--- config.mk ---
export PLATFORM = sky130hd
export DESIGN_NAME = vp_cart_ctrl
export DESIGN_NICKNAME = d
export VERILOG_FILES = /design/src/rtl/vp_cart_pkg.sv /design/src/rtl/vp_cart_ctrl_addr_map.sv /design/src/rtl/vp_cart_ctrl.sv
export SDC_FILE = /design/constraint.sdc
export NUM_CORES = 1
export LEC_CHECK = 0
export BUFFER_PORTS_ARGS = -buffer_cell sky130_fd_sc_hd__buf_2
export CORE_MARGIN = 5
export CORE_UTILIZATION = 41
export CTS_BUF_LIST = sky130_fd_sc_hd__clkbuf_4 sky130_fd_sc_hd__clkbuf_8
export CTS_CLUSTER_DIAMETER = 50
export DETAILED_ROUTE_END_ITERATION = 10
export MAX_ROUTING_LAYER = met4
export PLACE_DENSITY = 0.78
export SETUP_SLACK_MARGIN = 0.3
export SLEW_MARGIN = 20
export SYNTH_ARGS = -nofsm -noshare
export SYNTH_HDL_FRONTEND = slang
export SYNTH_HIERARCHICAL = 1
export SYNTH_SLANG_ARGS = --single-unit
--- constraint.sdc ---
create_clock -name clk_i -period 1.84 [get_ports clk_i]
set_input_delay 0.092 -clock clk_i [delete_from_list [all_inputs] [get_ports clk_i]]
set_output_delay 0.092 -clock clk_i [all_outputs]
set_load 0.1 [all_outputs]
--- src/rtl/vp_cart_pkg.sv ---
// -----------------------------------------------------------------------------
// vp_cart_pkg
// Shared types and constants for the Videopac cartridge memory controller.
//   map_t          : cartridge bank-mapping mode (drives the read address decode)
//   state_t        : controller sequencing states
//   SZ_*           : image sizes that select a mapping mode
//   DL_IDX_*       : download-type codes carried in dl_index_i[1:0]
//   classify_size  : size/overflow to mapping mode for ordinary cartridge images
// -----------------------------------------------------------------------------
package vp_cart_pkg;

    typedef enum logic [2:0] {
        MAP_2K   = 3'd0,
        MAP_4K   = 3'd1,
        MAP_8K   = 3'd2,
        MAP_16K  = 3'd3,
        MAP_XROM = 3'd4
    } map_t;

    typedef enum logic [2:0] {
        ST_RST      = 3'd0,
        ST_LOAD     = 3'd1,
        ST_CLASSIFY = 3'd2,
        ST_SETTLE   = 3'd3,
        ST_RUN      = 3'd4
    } state_t;

    localparam logic [14:0] SZ_4K  = 15'h1000;
    localparam logic [14:0] SZ_8K  = 15'h2000;
    localparam logic [14:0] SZ_16K = 15'h4000;

    localparam logic [1:0] DL_IDX_XROM = 2'd2;
    localparam logic [1:0] DL_IDX_FONT = 2'd3;

    // Anything that is not an exact power-of-two image (or that overflowed
    // the 16 KiB window) falls back to the plain 2K layout.
    function automatic map_t classify_size(input logic [14:0] size, input logic ovf);
        map_t m;
        m = MAP_2K;
        if (size == SZ_4K && !ovf) begin
            m = MAP_4K;
        end else if (size == SZ_8K) begin
            m = MAP_8K;
        end else if (size == SZ_16K && !ovf) begin
            m = MAP_16K;
        end
        return m;
    endfunction

endpackage

--- src/rtl/vp_cart_ctrl_addr_map.sv ---
// -----------------------------------------------------------------------------
// vp_cart_addr_map
// Purely combinational console-address to cartridge-ROM-address decode.
// Ports:
//   map    in  3  : current mapping mode (map_t encoding)
//   cart_a in 12  : console cartridge address
//   bs0    in  1  : bank-select 0
//   bs1    in  1  : bank-select 1
//   rom_a  out 14 : ROM byte address
// Build option: VP_XROM_EN adds the flat 4 KiB XROM decode.
// -----------------------------------------------------------------------------
module vp_cart_addr_map
    import vp_cart_pkg::*;
(
    input  logic [2:0]  map,
    input  logic [11:0] cart_a,
    input  logic        bs0,
    input  logic        bs1,
    output logic [13:0] rom_a
);

    // Console address bit 10 selects internal/external space on the real
    // hardware, so the banked modes skip it and splice in the bank selects.
    always_comb begin
        rom_a = {3'b000, cart_a[11], cart_a[9:0]};
        case (map)
            MAP_4K:   rom_a = {2'b00, bs0, cart_a[11], cart_a[9:0]};
            MAP_8K:   rom_a = {1'b0, bs1, bs0, cart_a[11], cart_a[9:0]};
            MAP_16K:  rom_a = {bs1, bs0, cart_a[11:0]};
`ifdef VP_XROM_EN
            MAP_XROM: rom_a = {2'b00, cart_a[11:0]};
`endif
            default:  rom_a = {3'b000, cart_a[11], cart_a[9:0]};
        endcase
    end

endmodule

--- src/rtl/vp_cart_ctrl.sv ---
// -----------------------------------------------------------------------------
// vp_cart_ctrl
// Cartridge memory controller: shares the single-port cartridge ROM between
// host downloads and console reads, sizes each image to pick a bank mapping,
// and holds the console in reset around downloads.
// Parameters:
//   SETTLE_CYCLES : cycles the console stays in reset after a download or
//                   after sys_res_i drops
//   ROM_AW        : ROM address width (mapping decode covers up to 16 KiB)
// Ports:
//   clk_i, res_n_i (async, active low), sys_res_i (sync console reset req)
//   dl_active_i, dl_index_i, dl_wr_i, dl_addr_i, dl_data_i : host download
//   cart_a_i, cart_bs0_i, cart_bs1_i, cart_psen_n_i, cart_cs_n_i : console bus
//   rom_a_o, rom_d_o, rom_we_o, rom_re_o : ROM port
//   chr_a_o, chr_we_o : font RAM write port (data on rom_d_o)
//   console_res_n_o : console reset, low active, released only in RUN
//   map_o, size_o, busy_o : status
// Build option: VP_XROM_EN enables XROM classification and its data-space read.
// -----------------------------------------------------------------------------
module vp_cart_ctrl
    import vp_cart_pkg::*;
#(
    parameter int SETTLE_CYCLES = 16,
    parameter int ROM_AW        = 14
) (
    input  logic              clk_i,
    input  logic              res_n_i,
    input  logic              sys_res_i,
    input  logic              dl_active_i,
    input  logic [7:0]        dl_index_i,
    input  logic              dl_wr_i,
    input  logic [24:0]       dl_addr_i,
    input  logic [7:0]        dl_data_i,
    input  logic [11:0]       cart_a_i,
    input  logic              cart_bs0_i,
    input  logic              cart_bs1_i,
    input  logic              cart_psen_n_i,
    input  logic              cart_cs_n_i,
    output logic [ROM_AW-1:0] rom_a_o,
    output logic [7:0]        rom_d_o,
    output logic              rom_we_o,
    output logic              rom_re_o,
    output logic [8:0]        chr_a_o,
    output logic              chr_we_o,
    output logic              console_res_n_o,
    output logic [2:0]        map_o,
    output logic [14:0]       size_o,
    output logic              busy_o
);

    localparam int CNT_W = (SETTLE_CYCLES > 1) ? $clog2(SETTLE_CYCLES) : 1;
    localparam logic [CNT_W-1:0] CNT_LAST = CNT_W'(SETTLE_CYCLES - 1);

    state_t           state_reg, state_next;
    map_t             map_reg, map_next;
    logic [CNT_W-1:0] settle_cnt_reg, settle_cnt_next;
    logic [14:0]      size_reg, size_next;
    logic             ovf_reg, ovf_next;
    logic [1:0]       dl_idx_reg, dl_idx_next;
    logic             dl_active_prev_reg;
    logic             console_res_n_reg;

    logic             dl_rise;
    logic             rom_dl;
    logic [13:0]      mapped_a;

    logic             unused_in_bits;

    assign dl_rise = dl_active_i & ~dl_active_prev_reg;
    // Every download type except the font targets the cartridge ROM.
    assign rom_dl  = (dl_idx_reg != DL_IDX_FONT);

`ifdef VP_XROM_EN
    assign unused_in_bits = ^dl_index_i[7:2];
`else
    assign unused_in_bits = ^{dl_index_i[7:2], cart_cs_n_i};
`endif

    // ------------------------------------------------------------------
    // State and datapath registers
    // ------------------------------------------------------------------
    always_ff @(posedge clk_i or negedge res_n_i) begin
        if (!res_n_i) begin
            state_reg          <= ST_RST;
            map_reg            <= MAP_2K;
            settle_cnt_reg     <= '0;
            size_reg           <= '0;
            ovf_reg            <= 1'b0;
            dl_idx_reg         <= 2'd0;
            // Pretend the line was already high so a download still active
            // when reset releases is not mistaken for a new one.
            dl_active_prev_reg <= 1'b1;
            console_res_n_reg  <= 1'b0;
        end else begin
            state_reg          <= state_next;
            map_reg            <= map_next;
            settle_cnt_reg     <= settle_cnt_next;
            size_reg           <= size_next;
            ovf_reg            <= ovf_next;
            dl_idx_reg         <= dl_idx_next;
            dl_active_prev_reg <= dl_active_i;
            // Follows the next state so it drops on the same edge RUN is left.
            console_res_n_reg  <= (state_next == ST_RUN);
        end
    end

    // ------------------------------------------------------------------
    // Next-state logic
    // ------------------------------------------------------------------
    always_comb begin
        state_next      = state_reg;
        settle_cnt_next = '0;
        if (dl_rise) begin
            state_next = ST_LOAD;
        end else begin
            case (state_reg)
                ST_RST:      state_next = ST_SETTLE;
                ST_LOAD:     if (!dl_active_i) state_next = ST_CLASSIFY;
                ST_CLASSIFY: state_next = ST_SETTLE;
                ST_SETTLE: begin
                    if (sys_res_i) begin
                        settle_cnt_next = '0;
                    end else if (settle_cnt_reg == CNT_LAST) begin
                        state_next = ST_RUN;
                    end else begin
                        settle_cnt_next = settle_cnt_reg + CNT_W'(1);
                    end
                end
                ST_RUN:      if (sys_res_i) state_next = ST_SETTLE;
                default:     state_next = ST_RST;
            endcase
        end
    end

    // ------------------------------------------------------------------
    // Download bookkeeping: index latch, size counter, mapping classify
    // ------------------------------------------------------------------
    always_comb begin
        dl_idx_next = dl_idx_reg;
        size_next   = size_reg;
        ovf_next    = ovf_reg;
        map_next    = map_reg;

        if (dl_rise) begin
            dl_idx_next = dl_index_i[1:0];
            if (dl_index_i[1:0] != DL_IDX_FONT) begin
                size_next = '0;
                ovf_next  = 1'b0;
            end
        end else if (state_reg == ST_LOAD && rom_dl && dl_wr_i) begin
            // Out-of-range bytes are still counted so oversize images
            // are detected rather than silently truncated.
            if (size_reg == SZ_16K) begin
                ovf_next = 1'b1;
            end else begin
                size_next = size_reg + 15'd1;
            end
        end

        if (state_reg == ST_CLASSIFY && rom_dl) begin
`ifdef VP_XROM_EN
            if (dl_idx_reg == DL_IDX_XROM) begin
                map_next = MAP_XROM;
            end else begin
                map_next = classify_size(size_reg, ovf_reg);
            end
`else
            map_next = classify_size(size_reg, ovf_reg);
`endif
        end
    end

    // ------------------------------------------------------------------
    // ROM / font port muxing
    // ------------------------------------------------------------------
    vp_cart_addr_map u_addr_map (
        .map    (map_reg),
        .cart_a (cart_a_i),
        .bs0    (cart_bs0_i),
        .bs1    (cart_bs1_i),
        .rom_a  (mapped_a)
    );

    always_comb begin
        rom_a_o  = '0;
        rom_re_o = 1'b0;
        rom_we_o = 1'b0;
        chr_we_o = 1'b0;
        if (state_reg == ST_LOAD) begin
            rom_a_o = dl_addr_i[ROM_AW-1:0];
            if (rom_dl) begin
                rom_we_o = dl_wr_i & (dl_addr_i[24:ROM_AW] == '0);
            end else begin
                chr_we_o = dl_wr_i & (dl_addr_i[24:9] == '0);
            end
        end else if (state_reg != ST_RST) begin
            // Port stays idle in RST so the ROM sees nothing while in reset.
            rom_a_o  = mapped_a[ROM_AW-1:0];
            rom_re_o = ~cart_psen_n_i;
`ifdef VP_XROM_EN
            if (map_reg == MAP_XROM && !cart_cs_n_i && !cart_bs0_i) begin
                rom_re_o = 1'b1;
            end
`endif
        end
    end

    assign rom_d_o         = dl_data_i;
    assign chr_a_o         = dl_addr_i[8:0];
    assign console_res_n_o = console_res_n_reg;
    assign map_o           = map_reg;
    assign size_o          = size_reg;
    assign busy_o          = (state_reg != ST_RUN);

endmodule

==> reports/metrics.yaml, run 1 <==
status: "finished, violations left"
violations: "negative setup slack"
clk_latency_ps: 290
tightest_slew_ps: 661
ys_warn_count: 6
start_kind: "flop"
place_hpwl_um: 4940
synth_adder_area_share: 0.0182
rows: 25
yosys.area.top_type_share: 0.340
slew_viol_final: 0
synth_compound_area_frac: 0.169
setup-violations-final: 15
area_delta_synth_final_pct: 78.3
cp_slowest_cell: "dfrtp_4"
path_clk_slew_ps: 70
min_period_ps: 1970
largest_register_ffs: 15
dieArea_mm2: 0.00654
fillers: 286
coreArea_mm2: 0.00479
initial_core_util: 0.431
vdd_ir_drop_max_mv: 0.732
fin_ws_ps: -125
wl_um: 7760
drive_gt1_frac: 0.613
cp_cell_sequence: "buf_4 -> and3_1 -> nand2_1 -> or3_1 -> or3_1 -> a21oi_1"
synth_top_family_by_area: "simple AND/OR/NAND/NOR gates"
nNetsFinal: 436
syn_avg_cell_area_um2: 7.87
post-route-period-util: 1.07
dieHeight_um: 80.9
die_w_um: 80.9
via_per_inst: 5.46
post-synth-top-count-cell: "nand2_1"
synth_seq_cells: 29
yosys.area_share.simple: 0.291
critPathArrivalTime_ps: 2170
vias: 2398
htreeDepth: 2
cp_slowest_stage_delay_ps: 430
min-delay-path-class: "input pin to flop"
r2r_slack_ps: -130
grtUsageTotal: 0.234
tritoncts: "built"
yosysSeqAreaShare: 0.353
clk_path_buf_depth: 2
synthMuxAreaShare: 0.0152
route.detailed.drc: 0
io_buffers: 91
maxCapViolations: 0
cts_buffers: 5
synth_common_cells: "48 x nand2_1, 28 x buf_4, 28 x dfrtp_1, 27 x o21ai_0, 19 x a21oi_1"
cp_common_cell: "or3_1"
place_inst: 416
finalNonFillerCells: 439
critPathKind: "flop to flop"
synth_edf_count: 0
grt_max_degree: 30
clock-skew-final_ps: 7.48
powerDensity_mw_per_mm2: 780
io_pins: 116
synthCells: 262
worstPathMaxFanout: 6
crit_required_ps: 2040
grt_pass1_vias: 2393
timing.fmax_mhz: 509
leakagePower_nw: 1.62
grt_first_pass_wirelength_um: 11500
dp_slack_ps: -139
async_flop_share: 1.00
num_antenna_cells: 0
routabilityCongestion: 0.801
drt_iter0_drc: 115
max_slew_margin: 0.560
rsz0062_at_grt: "true"
tns_ps: -861
drtPass1Iterations: 4
wire_per_inst_um: 17.7
ant_nets: 0
antenna_found_initial: 0
ys.flop_type: "dfrtp_1"
overflow: 0
clockRootBuffer: "clkbuf_8"
cts_num_sinks: 29
synth_area_leaders: "dfrtp_1 34%, buf_4 10%, nand2_1 8.7%"
ys_types: 45
yosysTopAreaCell: "dfrtp_1"
synth_xor_xnor_area_share: 0.00850
netlist_area_mm2: 0.00206
crit_path_end_kind: "flop"
hold_viol: 0
[logic make-up (layout without fill, tap and decap cells)]
family	after synthesis	count (layout)
compound gates	60	61
xor+xnor	2	2
fa+ha+maj	3	3
buf+inv	48	154
flops	29	29
mux	3	3
other cells	1	4
simple gates	116	116
[routing by layer]
layer / vias to the layer above / GRT usage / part of all wire / wire, µm
li1: 1116 / - / - / -
met1: 1155 / 0.247 / 0.36 / 2800
met2: 113 / 0.432 / 0.54 / 4230
met3: 14 / 0.0521 / 0.077 / 598
met4: 0 / 0.0726 / 0.018 / 138
met5: - / - / 0 / 0
[power breakdown]
group	leakage [nW]	internal (mW)	switching [mW]
logic	1.20	0.510	0.923
clock network	0.0619	0.456	0.254
registers	0.356	0.689	0.0349
[layout by cell type, fill, tap and decap left out, types with 3 or more instances in the layout]
| cell type | synthesis | routed |
|---|---|---|
| inv_1 | 10 | 8 |
| or4_1 | 6 | 4 |
| buf_12 | 0 | 18 |
| a21oi_1 | 19 | 14 |
| dfrtp_1 | 28 | 10 |
| dfrtp_4 | 0 | 11 |
| nand2b_1 | 3 | 3 |
| buf_4 | 28 | 32 |
| a21oi_2 | 0 | 5 |
| or3_4 | 0 | 4 |
| nand3_1 | 8 | 6 |
| conb_1 | 1 | 4 |
| dfrtp_2 | 0 | 7 |
| nand2_1 | 48 | 32 |
| nor4_4 | 0 | 3 |
| nand2_4 | 0 | 4 |
| nand4_1 | 5 | 5 |
| o21ai_1 | 0 | 10 |
| or3_1 | 10 | 6 |
| buf_2 | 2 | 73 |
| buf_6 | 1 | 8 |
| nor2_1 | 10 | 8 |
| nand2_2 | 0 | 12 |
| o21ai_4 | 0 | 14 |
| clkbuf_8 | 0 | 6 |
| o31ai_2 | 0 | 3 |
[critical path: cells and delay by family (launching register included)]
family / cells / cell delay, ps
simple gates: 4 / 1160
flops: 1 / 430
buf+inv: 1 / 150
compound gates: 1 / 150
[layout make-up]
cell class	count	area, µm²	area share
Clock buffer	7	90.1	0.0245
Clock inverter	1	30.0	0.00817
Inverter	10	40.0	0.0109
Multi-Input combinational cell	189	1510	0.410
Sequential cell	29	777	0.212
Tap cell	67	83.8	0.0228
Timing Repair Buffer	136	1150	0.312
[path summary, 6_finish.rpt]
check                                       start                 to  cells after the start
worst max-delay path                    size_o[2]          size_o[8]                      6
worst min-delay path                dl_index_i[0]      dl_idx_reg[0]                      3
worst max register to register          size_o[2]          size_o[8]                      6
worst min register to register  settle_cnt_reg[3]  settle_cnt_reg[0]                      1
max in group asynchronous                 res_n_i          size_o[0]                      2
min in group asynchronous                 res_n_i          size_o[2]                      2
[metrics by stage]
| step | utilization | power, mW | hold slack, ps | instance area [µm²] |
|---|---|---|---|---|
| after floorplan | - | 1.64 | -204 | 2360 |
| after global placement | 0.651 | 1.91 | 151 | 3110 |
| after detailed placement | 0.651 | 1.93 | 150 | 3110 |
| after CTS | 0.739 | 2.79 | 36.3 | 3540 |
| after global routing | 0.768 | 2.96 | 67.7 | 3670 |
| final | 0.768 | 2.87 | 57.9 | 3670 |
[what timing repair did]
action,in CTS,in global routing
gates cloned,3,0
gates resized for setup,43,30
pin swaps,27,13
buffers inserted,8,2
hold buffers,2,0
endpoints found under the setup margin,36,36
hold endpoints to repair,29,0
Power figures use the tool's default switching activity.
==> run 2, diff against run 1 <==
--- a/config.mk
+++ b/config.mk
@@ -7,12 +7,12 @@
 export LEC_CHECK = 0
 export BUFFER_PORTS_ARGS = -buffer_cell sky130_fd_sc_hd__buf_2
 export CORE_MARGIN = 5
-export CORE_UTILIZATION = 41
+export CORE_UTILIZATION = 49
 export CTS_BUF_LIST = sky130_fd_sc_hd__clkbuf_4 sky130_fd_sc_hd__clkbuf_8
 export CTS_CLUSTER_DIAMETER = 50
 export DETAILED_ROUTE_END_ITERATION = 10
 export MAX_ROUTING_LAYER = met4
-export PLACE_DENSITY = 0.78
+export PLACE_DENSITY = 0.88
 export SETUP_SLACK_MARGIN = 0.3
 export SLEW_MARGIN = 20
 export SYNTH_ARGS = -nofsm -noshare
==> constraint.sdc (replaced) <==
create_clock -name clk_i -period 2.27 [get_ports clk_i]
set_input_delay 0.1135 -clock clk_i [delete_from_list [all_inputs] [get_ports clk_i]]
set_output_delay 0.1135 -clock clk_i [all_outputs]
set_load 0.1 [all_outputs]
==> reports/metrics.yaml, run 2 (synthesis gave the netlist of run 1 again) <==
final_common_cell: "buf_2"
grt_max_degree: 31  # +3.3%
die_w_um: 74.9  # -7.5%
grtUsageTotal: 0.199  # -0.0347
tightest_slew_ps: 651  # -10.1 ps
crit_path_end_kind: "flop"
leakagePower_nw: 1.30  # -20%
dpl_cell_area_mm2: 0.00252  # -19%
rsz0062_at_grt: "true"
clockRootBuffer: "clkbuf_8"
clock-skew-final_ps: 8.61  # +1.13 ps
p_total_mw: 1.90  # -34%
hold_viol: 0  # unchanged
path_clk_slew_ps: 70  # about the same
min_period_ps: 2020  # +50.1 ps
area_delta_synth_final_pct: 36.0
powerDensity_mw_per_mm2: 680  # -13%
route.detailed.drc: 0  # unchanged
vdd_ir_drop_max_mv: 0.469  # -36%
cts_buffers: 5  # unchanged
most-common-layout-cells: "86 x buf_2, 48 x nand2_1, 17 x a21oi_1"
fin_util: 0.696  # -0.0719
ant_nets: 0  # unchanged
timing.fmax_mhz: 496  # -2.5%
critPathArrivalTime_ps: 2230  # +60 ps
critPathKind: "flop to flop"
vias: 2196  # -8.4%
setup-violations-final: 0  # -15
htreeDepth: 2  # unchanged
maxCapViolations: 0  # unchanged
rows: 23  # -8.0%
place_hpwl_um: 4110  # -17%
post-route-period-util: 0.888  # -0.180
wire_per_inst_um: 15.4  # -13%
crit_required_ps: 2480  # +440 ps
slew_viol_final: 0  # unchanged
nNetsFinal: 409  # -6.2%
dieArea_mm2: 0.00560  # -14%
seqCellArea_um2: 769  # -0.97%
drive_gt1_frac: 0.446  # -0.167
status: "finished clean"
io_pins: 116  # unchanged
grt_first_pass_wirelength_um: 8580  # -26%
max_slew_margin: 0.566  # +0.00670
drt_iter0_drc: 98  # -15%
holdWs_ps: 75.7  # +17.9 ps
min-delay-path-class: "input pin to flop"
largest_register_ffs: 15  # unchanged
initial_core_util: 0.511  # +0.0809
clk_latency_ps: 290  # about the same
start_kind: "flop"
dieHeight_um: 74.9  # -7.5%
io_buffers: 91  # unchanged
fin_ws_ps: 255  # +380 ps
postLayoutCellArea_mm2: 0.00280  # -24%
tritoncts: "built"
via_per_inst: 5.55  # +1.5%
fillers: 314  # +9.8%
clk_path_buf_depth: 2  # unchanged
grt_pass1_vias: 1995  # -17%
routabilityCongestion: 0.908  # +13%
overflow: 0  # unchanged
dp_slack_ps: 262  # +401 ps
cts_num_sinks: 29  # unchanged
drtPass1Iterations: 4  # unchanged
worstPathMaxFanout: 10  # +4
antenna_found_initial: 0  # unchanged
wl_um: 6090  # -22%
multi_input_area_mm2: 0.00117  # -22%
coreArea_mm2: 0.00403  # -16%
==> run 2: cell types whose count changed in the layout (fill, tap and decap cells not counted), sizes merged <==
cell    before  now
buf        134  104
clkbuf       7   11
bufinv       1    0
clkinv       0    1
diode        0    1
o22ai        2    1
==> run 2: power by group <==
| part | internal [mW] | switching (mW) | leakage (nW) |
|---|---|---|---|
| logic | 0.224 | 0.617 | 0.890 |
| registers | 0.559 | 0.0341 | 0.359 |
| clock network | 0.273 | 0.198 | 0.0542 |
| total | 1.06 | 0.849 | 1.30 |
==> run 2: per-stage QoR <==
stage | std cells | TNS, ps
after detailed placement | 373 | 0
after floorplan | 265 | -1870
after global routing | 395 | 0
after CTS | 387 | 0
after global placement | 373 | 0
final | 396 | 0
==> run 2: final timing paths <==
path	start	to	slack, ps	cells past startpoint
min in group asynchronous	res_n_i	size_o[10]	410	2
setup / recovery	dl_active_prev_reg	size_o[11]	250	6
hold reg to reg	settle_cnt_reg[3]	settle_cnt_reg[0]	500	1
hold / removal	dl_active_i	state_reg[1]	80	2
setup reg to reg	dl_active_prev_reg	size_o[11]	250	6
max in group asynchronous	res_n_i	size_o[2]	1360	2
==> run 2: worst max-delay path: stages, from the launching register on <==
cell	delay [ps]
dfstp_2	550
nor2b_2	70
nor4_4	370
o22ai_4	160
buf_6	160
or4_1	480
a21oi_2	140
==> run 2: layout make-up <==
cell class              instances  area share
multi-input cells             188       0.417
diodes                          1    0.000893
clock buffers                   7      0.0344
inverters                      10      0.0134
flip-flops and latches         29       0.275
well taps                      50      0.0223
repair buffers                110       0.235
clock inverters                 1     0.00179
==> run 2: what timing repair did <==
action / CTS / global route
hold buffers: 2 / 0
setup endpoints to repair: 18 / 17
buffers inserted: 4 / 6
endpoints found under the hold margin: 29 / 0
gates cloned: 0 / 2
pin swaps: 4 / 5
gates resized for setup: 4 / 17
==> run 2: routing by layer <==
metal  track usage  up-vias  share of wire
li1              -     1047              -
met1         0.229     1040           0.37
met2         0.344       99           0.54
met3        0.0374       10          0.084
met4        0.0731        0          0.012
met5             -        -              0
==> run 3, diff against run 2 <==
--- a/config.mk
+++ b/config.mk
@@ -13,6 +13,7 @@
 export DETAILED_ROUTE_END_ITERATION = 10
 export MAX_ROUTING_LAYER = met4
 export PLACE_DENSITY = 0.88
+export REMOVE_ABC_BUFFERS = 1
 export SETUP_SLACK_MARGIN = 0.3
 export SLEW_MARGIN = 20
 export SYNTH_ARGS = -nofsm -noshare
==> reports/metrics.yaml, run 3 (synthesis gave the netlist of run 1 again) <==
status: "finished clean"
via_per_inst: 5.54  # -0.18%
max_slew_margin: 0.559  # -0.00735
largest_register_ffs: 15  # unchanged
rsz0062_at_grt: "true"
initial_core_util: 0.511  # unchanged
num_antenna_cells: 0  # -1
fillers: 314  # unchanged
powerDensity_mw_per_mm2: 715  # +5.2%
start_kind: "flop"
final_common_cell: "buf_2"
cp_slowest_stage_delay_ps: 510  # -40 ps
slew_viol_final: 0  # unchanged
area_delta_synth_final_pct: 32.7
cp_num_buf_inv: 2  # +1
min_period_ps: 1990  # -26.0 ps
r2r_cells: 7  # +1
p_seq_frac: 0.296  # -0.015
antenna_found_initial: 0  # unchanged
io_buffers: 91  # unchanged
die_w_um: 74.9  # unchanged
crit_path_end_kind: "flop"
place_hpwl_um: 4180  # +1.8%
coreArea_mm2: 0.00403  # unchanged
wire_per_inst_um: 15.3  # -0.39%
multi_input_area_mm2: 0.00111  # -4.7%
min-delay-path-class: "input pin to flop"
routabilityCongestion: 0.807  # -11%
cts_num_sinks: 29  # unchanged
wl_um: 6000  # -1.4%
timing.fmax_mhz: 503  # +1.3%
clockRootBuffer: "clkbuf_8"
drt_iter0_drc: 115  # +17%
hold_viol: 0  # unchanged
ant_nets: 0  # unchanged
tightest_slew_ps: 662  # +11.0 ps
route.detailed.drc: 0  # unchanged
leakagePower_nw: 1.33  # +1.7%
vias: 2170  # -1.2%
postLayoutCellArea_mm2: 0.00274  # -2.4%
nNetsFinal: 406  # -0.73%
p_comb_frac: 0.416  # -0.026
dp_slack_ps: 258  # -4.18 ps
rows: 23  # unchanged
drtPass1Iterations: 4  # unchanged
overflow: 0  # unchanged
clk_path_buf_depth: 2  # unchanged
fin_util: 0.679  # -0.0168
seqCellArea_um2: 728  # -5.4%
dieHeight_um: 74.9  # unchanged
maxCapViolations: 0  # unchanged
drive_gt1_frac: 0.368  # -0.0780
sw_frac_of_total: 0.423  # -0.0228
cp.depth: 7  # +1
vdd_ir_drop_max_mv: 0.763  # +62%
dieArea_mm2: 0.00560  # unchanged
setup-violations-final: 0  # unchanged
path_clk_slew_ps: 70  # about the same
dpl_cell_area_mm2: 0.00243  # -3.5%
p_int_mw: 1.13  # +6.9%
grt_max_degree: 31  # unchanged
tns_ps: 0  # unchanged
grt_pass1_vias: 2014  # +0.95%
clk_latency_ps: 280  # about the same
crit_required_ps: 2480  # about the same
cp_cell_sequence: "buf_4 -> nand2b_4 -> nor4_4 -> o22ai_2 -> buf_12 -> or4_1 -> a21oi_1"
tritoncts: "built"
cp_slowest_cell: "or4_1"
clock-skew-final_ps: 9.81  # +1.19 ps
power_switching_mw: 0.827  # -2.6%
cts_buffers: 5  # unchanged
post-route-period-util: 0.876  # -0.0115
htreeDepth: 2  # unchanged
fin_ws_ps: 281  # +26.0 ps
most-common-layout-cells: "81 x buf_2, 48 x nand2_1, 27 x o21ai_0, 27 x dfrtp_1, 17 x a21oi_1"
crit_family: "simple AND/OR/NAND/NOR gates"
clkPwrFrac: 0.288  # +0.041
critPathKind: "flop to flop"
io_pins: 116  # unchanged
worstPathMaxFanout: 11  # +1
grtUsageTotal: 0.214  # +0.0151
critPathArrivalTime_ps: 2200  # -30 ps
grt_first_pass_wirelength_um: 9010  # +5.0%
hold_depth: 3  # +1
[run 3: final cells by class]
class | instances | area share
Tap cell | 50 | 0.0229
Clock inverter | 1 | 0.0110
Sequential cell | 29 | 0.266
Clock buffer | 7 | 0.0329
Multi-Input combinational cell | 188 | 0.408
Inverter | 10 | 0.0137
Timing Repair Buffer | 107 | 0.246
[run 3: power groups by stage]
stage | clock network (mW) | logic [mW] | registers (mW)
2_1_floorplan | 0 | 0.328 | 0.729
3_3_place_gp | 0 | 0.722 | 0.579
3_5_place_dp | 0 | 0.730 | 0.582
4_1_cts | 0.569 | 0.772 | 0.573
5_1_grt | 0.599 | 0.857 | 0.581
6_report | 0.563 | 0.814 | 0.578
[run 3: timing repair]
item / in CTS / in global routing
gates cloned: 1 / 0
hold buffers: 2 / 0
pin swaps: 5 / 5
buffers inserted: 5 / 1
hold endpoints to repair: 29 / 0
endpoints found under the setup margin: 20 / 24
gates resized for setup: 8 / 13
[run 3: worst paths after layout]
check	slack, ps	endpoint	from
worst max-delay path	280	size_o[13]	state_reg[2]
min in group asynchronous	400	size_o[2]	res_n_i
worst min-delay path	80	dl_idx_reg[0]	dl_index_i[0]
worst min register to register	500	settle_cnt_reg[0]	settle_cnt_reg[3]
worst max register to register	280	size_o[13]	state_reg[2]
max in group asynchronous	1390	state_reg[2]	res_n_i
[run 3: layer usage]
metal | wire length [µm] | part of all wire | track usage | vias up
met5 | 0 | 0 | - | -
met4 | 72 | 0.012 | 0.0850 | 0
met3 | 634 | 0.11 | 0.0574 | 6
met2 | 2980 | 0.50 | 0.352 | 97
met1 | 2310 | 0.39 | 0.248 | 1022
li1 | - | - | - | 1045
[run 3: worst register-to-register path, delay by kind of cell (launching register included)]
family / cells / cell delay, ps
and+or+nand+nor: 3 / 920
DFF: 1 / 410
buffers and inverters: 2 / 320
AOI/OAI and AO/OA: 2 / 270
[run 3: through the flow]
step | cells | power [mW] | hold slack (ps)
floorplan | 227 | 1.06 | -182
detailed placement | 375 | 1.31 | 177
finish | 392 | 1.96 | 84.7
global route | 392 | 2.04 | 99.0
CTS | 391 | 1.91 | 79.7
global placement | 375 | 1.30 | 169
